`src/rtl/csla_pkg.sv`:
```
// Shared widths and state encoding for the CSLA stream accumulator.
// Defines the adder data width, default counter widths and FSM states.
package csla_pkg;
    localparam int DATA_W      = 32;
    localparam int CARRY_W_DEF = 8;
    localparam int CNT_W_DEF   = 8;

    typedef enum logic {
        ST_ACCUM = 1'b0,
        ST_HOLD  = 1'b1
    } state_t;
endpackage

```
`src/rtl/main.sv`:
```
// 32-bit carry-select adder: 4-bit ripple blocks, carry-in-1 result from a binary-to-excess-1 step.
// Latency: combinational.
// Backpressure: none, pure datapath.
module main
    import csla_pkg::*;
(
    input  logic [DATA_W-1:0] a,
    input  logic [DATA_W-1:0] b,
    output logic [DATA_W-1:0] sum,
    output logic              cout
);
    localparam int NBLK = DATA_W / 4;

    logic [NBLK:1] c;

    assign {c[1], sum[3:0]} = {1'b0, a[3:0]} + {1'b0, b[3:0]};

    for (genvar k = 1; k < NBLK; k++) begin : g_blk
        logic [4:0] r0;
        logic [4:0] r1;
        assign r0 = {1'b0, a[4*k+3:4*k]} + {1'b0, b[4*k+3:4*k]};
        // r0 never exceeds 5'h1e, so the excess-1 form cannot overflow its 5 bits
        assign r1 = r0 + 5'd1;
        assign {c[k+1], sum[4*k+3:4*k]} = c[k] ? r1 : r0;
    end

    assign cout = c[NBLK];
endmodule

```
`src/rtl/csla_stream_accum.sv`:
```
// Packet accumulator around the CSLA adder: sums words, counts adder carries and words.
// Latency: result valid 1 cycle after the last word is accepted.
// Backpressure: in_ready drops while a result is held and out_ready is low.
module csla_stream_accum
    import csla_pkg::*;
#(
    parameter int CARRY_W = CARRY_W_DEF,
    parameter int CNT_W   = CNT_W_DEF
) (
    input  logic               clk,
    input  logic               rst,
    input  logic               in_valid,
    output logic               in_ready,
    input  logic [DATA_W-1:0]  in_data,
    input  logic               in_last,
    output logic               out_valid,
    input  logic               out_ready,
    output logic [DATA_W-1:0]  out_sum,
    output logic [CARRY_W-1:0] out_carries,
    output logic [CNT_W-1:0]   out_count,
    output logic               out_sat
);
    state_t             state;
    logic [DATA_W-1:0]  acc;
    logic [CARRY_W-1:0] carry_cnt;
    logic [CNT_W-1:0]   word_cnt;
    logic               sat;

    logic               hold;
    logic               accept;
    logic [DATA_W-1:0]  base;
    logic [CARRY_W-1:0] base_cc;
    logic [CNT_W-1:0]   base_wc;
    logic               base_sat;
    logic [DATA_W-1:0]  add_sum;
    logic               add_cout;
    logic [CARRY_W:0]   carry_inc;
    logic [CNT_W:0]     word_inc;

    assign hold     = (state == ST_HOLD);
    assign in_ready = !hold || out_ready;
    assign accept   = in_valid && in_ready;

    // An accept while holding consumes the result, so the new word opens a fresh packet.
    assign base     = hold ? '0 : acc;
    assign base_cc  = hold ? '0 : carry_cnt;
    assign base_wc  = hold ? '0 : word_cnt;
    assign base_sat = hold ? 1'b0 : sat;

    main u_add (
        .a    (base),
        .b    (in_data),
        .sum  (add_sum),
        .cout (add_cout)
    );

    assign carry_inc = {1'b0, base_cc} + {{CARRY_W{1'b0}}, add_cout};
    assign word_inc  = {1'b0, base_wc} + {{CNT_W{1'b0}}, 1'b1};

    always_ff @(posedge clk or posedge rst) begin
        if (rst) begin
            state     <= ST_ACCUM;
            acc       <= '0;
            carry_cnt <= '0;
            word_cnt  <= '0;
            sat       <= 1'b0;
        end else if (accept) begin
            acc       <= add_sum;
            carry_cnt <= carry_inc[CARRY_W] ? '1 : carry_inc[CARRY_W-1:0];
            word_cnt  <= word_inc[CNT_W] ? '1 : word_inc[CNT_W-1:0];
            sat       <= base_sat || carry_inc[CARRY_W] || word_inc[CNT_W];
            state     <= in_last ? ST_HOLD : ST_ACCUM;
        end else if (hold && out_ready) begin
            state     <= ST_ACCUM;
            acc       <= '0;
            carry_cnt <= '0;
            word_cnt  <= '0;
            sat       <= 1'b0;
        end
    end

    assign out_valid   = hold;
    assign out_sum     = acc;
    assign out_carries = carry_cnt;
    assign out_count   = word_cnt;
    assign out_sat     = sat;
endmodule

```
`config.mk`:
```
export PLATFORM = sky130hd
export DESIGN_NAME = csla_stream_accum
export DESIGN_NICKNAME = d
export VERILOG_FILES = /design/src/rtl/csla_pkg.sv /design/src/rtl/main.sv /design/src/rtl/csla_stream_accum.sv
export SDC_FILE = /design/constraint.sdc
export NUM_CORES = 1
export LEC_CHECK = 0
export ABC_CLOCK_PERIOD_IN_PS = 7700
export CAP_MARGIN = 15
export CORE_MARGIN = 4
export CORE_UTILIZATION = 30
export DETAILED_ROUTE_END_ITERATION = 12
export PLACE_DENSITY = 0.5
export SLEW_MARGIN = 20
export SYNTH_ARGS = -nofsm -noshare
export SYNTH_HDL_FRONTEND = slang
export SYNTH_SLANG_ARGS = --single-unit
```
`constraint.sdc`:
```
create_clock -name clk -period 7.7 [get_ports clk]
set_input_delay 0.77 -clock clk [delete_from_list [all_inputs] [get_ports clk]]
set_output_delay 0.77 -clock clk [all_outputs]
set_load 0.02 [all_outputs]
```
### Yosys cells after proc, flatten, opt, wreduce, memory -nomap -nowiden

Index checks and enable logic that the tools add are counted.

| cells by class | value |
|---|---|
| add/subtract/negate cells | 17 |
| mux-type cells | 22 |
| reduce and logical (&&, ||, !) cells | 7 |

Operators with widths:

| kind | number |
|---|---|
| $mux 32 | 3 |
| $mux 8 | 7 |
| $add 4x4->5 | 8 |
| $add 5x1->5 const B | 7 |
| $mux 5 | 7 |
| $add 8x1->9 | 1 |
| $add 8x1->9 const B | 1 |
| $mux 1 | 5 |
| $logic_or 1x1->1 | 3 |
| $logic_and 1x1->1 | 2 |
| $reduce_bool 2->1 | 1 |
| $logic_not 1->1 | 1 |

| storage, ports and cells | value |
|---|---|
| flip-flop bits (word level) | 50 |
| bits of input ports | 37 |
| output and inout port bits | 51 |
| logic and storage cells | 51 |

### Longest topological paths before layout

| logic depth | value |
|---|---|
| depth in word-level cells | 14 |
| gate-level depth with buffers | 27 |
| depth with buffers taken out | 25 |

### Hierarchy

From an unflattened synthesis, not the netlist that was laid out.

| second synthesis, totals | value |
|---|---|
| cell total of the unflattened synthesis | 410 |
| area total of the unflattened synthesis | 4,131.5 sq um |

By module, submodules not included:

| module | times used | cells an instance | area each (sq um) | sequential area each (sq um) |
|---|---|---|---|---|
| csla_stream_accum | 1 | 224 | 2,437.3 | 1,251.2 |
| main | 1 | 186 | 1,694.1 | 0.0 |

### Least setup slack after synthesis

Ideal clock, no wire load.

| path | value |
|---|---|
| path kind | register -> register |
| start point | register state (netlist: out_valid) |
| end point | register sat (netlist: out_sat) |
| setup time | 0.087 ns |
| data arrival time | 6.266 ns |
| required time | 7.613 ns |
| slack | 1.346 ns |
| stages on the path, launching flop included | 27 |
| path buffers | 2 |
| period minus slack after synthesis | 6.354 ns |
| cell sequence | dfrtp_1 -> clkbuf_1 -> clkbuf_1 -> nor2b_1 -> ha_1 -> fa_1 -> ha_1 -> nand2_2 -> a2111oi_4 -> mux2i_1 -> mux2i_1 -> mux2i_2 -> mux2i_4 -> mux2i_2 -> xnor2_2 -> nand3_1 -> xor2_1 -> ha_1 -> ha_1 -> nand4b_1 -> nor3_1 -> nand2_1 -> nor3_1 -> o21ai_0 -> nand2_1 -> o21ai_0 -> a22oi_1 |

| between the ends | value |
|---|---|
| longest elaborated chain between the ends | 14 |
| elaborated cells on any way between the ends | 36 |
| those cells by class | 17 x add/sub; 12 x mux; 7 x reduce/logical |

RTL lines:

| item | line | text |
|---|---|---|
| start, declared | csla_stream_accum.sv:23 | `state_t state;` |
| start signal, assigned | csla_stream_accum.sv:72 | `state <= in_last ? ST_HOLD : ST_ACCUM;` |
| $mux 32 | csla_stream_accum.sv:45 | `assign base = hold ? '0 : acc;` |
| $add 4x4->5 | main.sv:21 | `assign r0 = {1'b0, a[4*k+3:4*k]} + {1'b0, b[4*k+3:4*k]};` |
| $add 5x1->5 | main.sv:23 | `assign r1 = r0 + 5'd1;` |
| $mux 5 (7 in a row) | main.sv:24 | `assign {c[k+1], sum[4*k+3:4*k]} = c[k] ? r1 : r0;` |
| $add 8x1->9 | csla_stream_accum.sv:57 | `assign carry_inc = {1'b0, base_cc} + {{CARRY_W{1'b0}}, add_cout};` |
| $logic_or 1x1->1 (2 in a row) | csla_stream_accum.sv:71 | `sat <= base_sat \|\| carry_inc[CARRY_W] \|\| word_inc[CNT_W];` |
| $mux 1 | csla_stream_accum.sv:67 | `end else if (accept) begin` |
| end signal, assigned | csla_stream_accum.sv:71 |  |
| end, declared | csla_stream_accum.sv:27 | `logic sat;` |

Parallel ways exist; a longest one is shown, timed or not.
A chain may end at the register's enable or synchronous reset.

### Worst setup path after layout

Ends and elaborated chain as after synthesis.

==> flow_summary_export.csv <==
group,metric,value,unit
die,start_util,0.3070,
logic_synthesis,ys_seq_area_frac,0.3066,
worst_setup_path,crit_type,"flop to flop",
logic_synthesis,yosysWarningCount,0,
worst_setup_path,worst-endpoint-arrival,6790,ps
placed_design,place_congestion,0.8016,
worst_setup_path,cp.required,7910,ps
timing,final_hold_viol_count,0,
worst_setup_path,startpoint_type,"flop",
logic_synthesis,yosysUniqueCellTypes,50,
route,dr_total_vias,3513,
timing,setup_slack,1120,ps
route,antenna_left,0,
timing,setup_viol,0,
worst_setup_path,r2r_start,"out_valid$_DFFE_PP0P_",
die,die_h,124.6,um
cts,numCtsBuffers,5,
min_path,hold_class,"flop to flop",
cts,clk_pin_slew_worst_paths,70,ps
timing,clock_skew,6.458,ps
power_and_ir_drop,leakage,2.298,nW
power_and_ir_drop,power.density,304.1,mW/mm^2
logic_synthesis,ys_ff_latch,50,
logic_synthesis,syn_inst,456,
cts,postCtsHoldBufs,0,
finish,drive_gt1_frac,0.04815,
timing,period_share,0.8545,
global_route,grt_max_degree,51,
die,ioPinCount,88,
cts,cts_tree,"done",
logic_synthesis,synth_top_cell_by_area,"dfrtp_1",
die,die_w,124.6,um
placed_design,io_buffers,87,
timing,timing.fmax,152.0,MHz
finish,regArea,0.001252,mm^2
worst_setup_path,ff2ff_setup_slack,1120,ps
logic_synthesis,async_flop_share,1.000,
global_route,grt_pass1_wl,17.91,mm
min_path,whs_path_depth,2,
logic_synthesis,synthTopCellsByArea,"dfrtp_1 31%, ha_1 13%, nor2b_1 6.1%",
timing,worstMarginPinSlew,699.1,ps
logic_synthesis,syn_area,0.004081,mm^2
timing,setup-tns-final,0,ps
die,die_area,0.01554,mm^2
worst_setup_path,rr_worst_depth,25,
finish,nets,626,
cts,cts_resized,0,
power_and_ir_drop,peakVddDrop,0.1330,mV
cts,clock-sinks,50,
worst_setup_path,end_kind,"flop",
global_route,grt_overflow,0,
route,wl,10.53,mm
global_route,grtUsageTotal,0.1372,
worst_setup_path,path_max_fanout,32,
timing,slew_headroom,0.5339,
placed_design,hpwl,7.733,mm
route,routedWlPerCell,14.70,um
logic_synthesis,synth_edf_count,0,
logic_synthesis,synth_common_cells,"61 x nand2_1, 50 x dfrtp_1, 47 x o21ai_0",
logic_synthesis,avgSynthCellArea,8.950,um^2
logic_synthesis,yosys.area.top_type_share,0.3066,
worst_setup_path,timing.rr.end,"out_sat$_DFFE_PP0P_",
global_route,grt_pass1_vias,3573,
timing,fin_crit,6580,ps
cts,ctsLongestPathBuffers,2,
min_path,hold_start,"out_count[0]$_DFFE_PP0P_",
min_path,holdPathEnd,"out_count[0]$_DFFE_PP0P_",
global_route,antenna_found_initial,0,
status,outcome,"complete, no violations",
placed_design,post-place-ws,807.0,ps
route,drtIter0Drc,211,
finish,n_antenna_cell,0,
die,core_region_area,0.01330,mm^2
finish,nFillCells,1350,
route,viasPerCell,4.906,
logic_synthesis,synth_ff_type,"dfrtp_1",
logic_synthesis,syn_nets,543,
timing,rsz0062_at_grt,"no",
cts,clk_latency,290,ps
logic_synthesis,yosysMostFrequentCell,"nand2_1",
finish,multi_input_area,0.002729,mm^2
cts,cts.htree.levels,2,
die,rows,42,
cts,clockRootBuffer,"clkbuf_16",
cts,post-cts-setup-buffers,0,
finish,syn_to_final_growth,30.59,%
flow_run,cap_violations,0,
route,route.detailed.drc,0,
timing,drv_slew,0,
route,dr.pass1.iters,4,
critical path: stages, from the launching register on:
cell and delay, ps:
dfrtp_2 760, nor2b_1 110, ha_1 240, fa_1 550, ha_1 200, nand2_2 80, a2111oi_4 410, mux2i_1 360
mux2i_1 370, mux2i_2 420, mux2i_4 320, mux2i_2 390, xnor2_2 220, nand3_1 130, xor2_1 180, ha_1 200
ha_1 220, nand4b_1 150, nor3_1 260, nand2_1 130, nor3_1 150, buf_4 180, o21ai_0 120, nand2_1 100
o21ai_0 90, a22oi_1 150
cells by family (layout without fill, tap and decap cells):
group,after synthesis,after routing,synth area share
and+or+nand+nor,161,161,0.2079
adders and majority gates,50,50,0.1680
xor gates and xnor gates,42,42,0.09381
AOI/OAI and AO/OA,111,111,0.1619
buffers and inverters,30,114,0.02759
muxes,12,12,0.03434
DFF,50,50,0.3066
power breakdown:
| group | switching (mW) | internal [mW] |
|---|---|---|
| sequential | 0.0786 | 0.350 |
| combinational | 0.499 | 0.461 |
| clock | 0.103 | 0.129 |
worst max-delay path by stage:
| stage | startpoint | slack (ps) | end |
|---|---|---|---|
| after CTS | out_valid$_DFFE_PP0P_ | 1040 | out_sat$_DFFE_PP0P_ |
| final | out_valid$_DFFE_PP0P_ | 1120 | out_sat$_DFFE_PP0P_ |
| after detailed placement | in_data[4] | 810 | out_sat$_DFFE_PP0P_ |
| after global routing | out_valid$_DFFE_PP0P_ | 530 | out_sat$_DFFE_PP0P_ |
| after global placement | in_data[0] | 970 | out_sat$_DFFE_PP0P_ |
| after floorplan | out_valid$_DFFE_PP0P_ | 1350 | out_sat$_DFFE_PP0P_ |
registers in the layout (all words and copies together), names as in the netlist:
name	flops
out_sum	32
out_carries	8
out_count	8
out_sat	1
out_valid	1
layer usage:
metal | track usage | vias up | wire (um)
met3 | 0.03216 | 7 | 482
met1 | 0.1895 | 1661 | 5205
met2 | 0.2204 | 72 | 4754
met4 | 0.02708 | 0 | 84
met5 | 0 | - | 0
li1 | - | 1773 | -
metrics by stage:
| stage | area (um^2) | hold slack [ps] | total power, mW | util | cells |
|---|---|---|---|---|---|
| final | 5330 | 506.4 | 1.621 | 0.4009 | 716 |
| after global placement | 5155 | 491.2 | 1.387 | 0.3877 | 707 |
| after detailed placement | 5155 | 492.6 | 1.395 | 0.3877 | 707 |
| after floorplan | 4081 | 594.3 | 1.060 | - | 456 |
| after CTS | 5303 | 511.8 | 1.644 | 0.3988 | 715 |
| after global routing | 5330 | 538.1 | 1.766 | 0.4009 | 716 |
cell type report:
cell class                 count  area share
clock buffer                   7     0.02676
multi-input combinational    376      0.5120
inverter                      14    0.009859
sequential                    50      0.2350
tap                          176     0.04131
timing repair buffer          92      0.1742
clock inverter                 1   0.0009390
layout by cell type (no fill, tap or decap), types with 6 or more instances in the layout:
master and n:
o21ai_0 47, fa_1 8, xnor2_1 24, ha_1 42, mux2i_1 9, a21oi_1 30
inv_1 13, and3_1 7, nor2b_1 40, xor2_1 16, a21o_1 13, nand4_1 7
nand4b_1 7, nor2_1 11, nand2_1 61, dfrtp_1 49, clkdlybuf4s50_1 87, nand3_1 6
No activity file was read; power rests on OpenSTA's default activity.
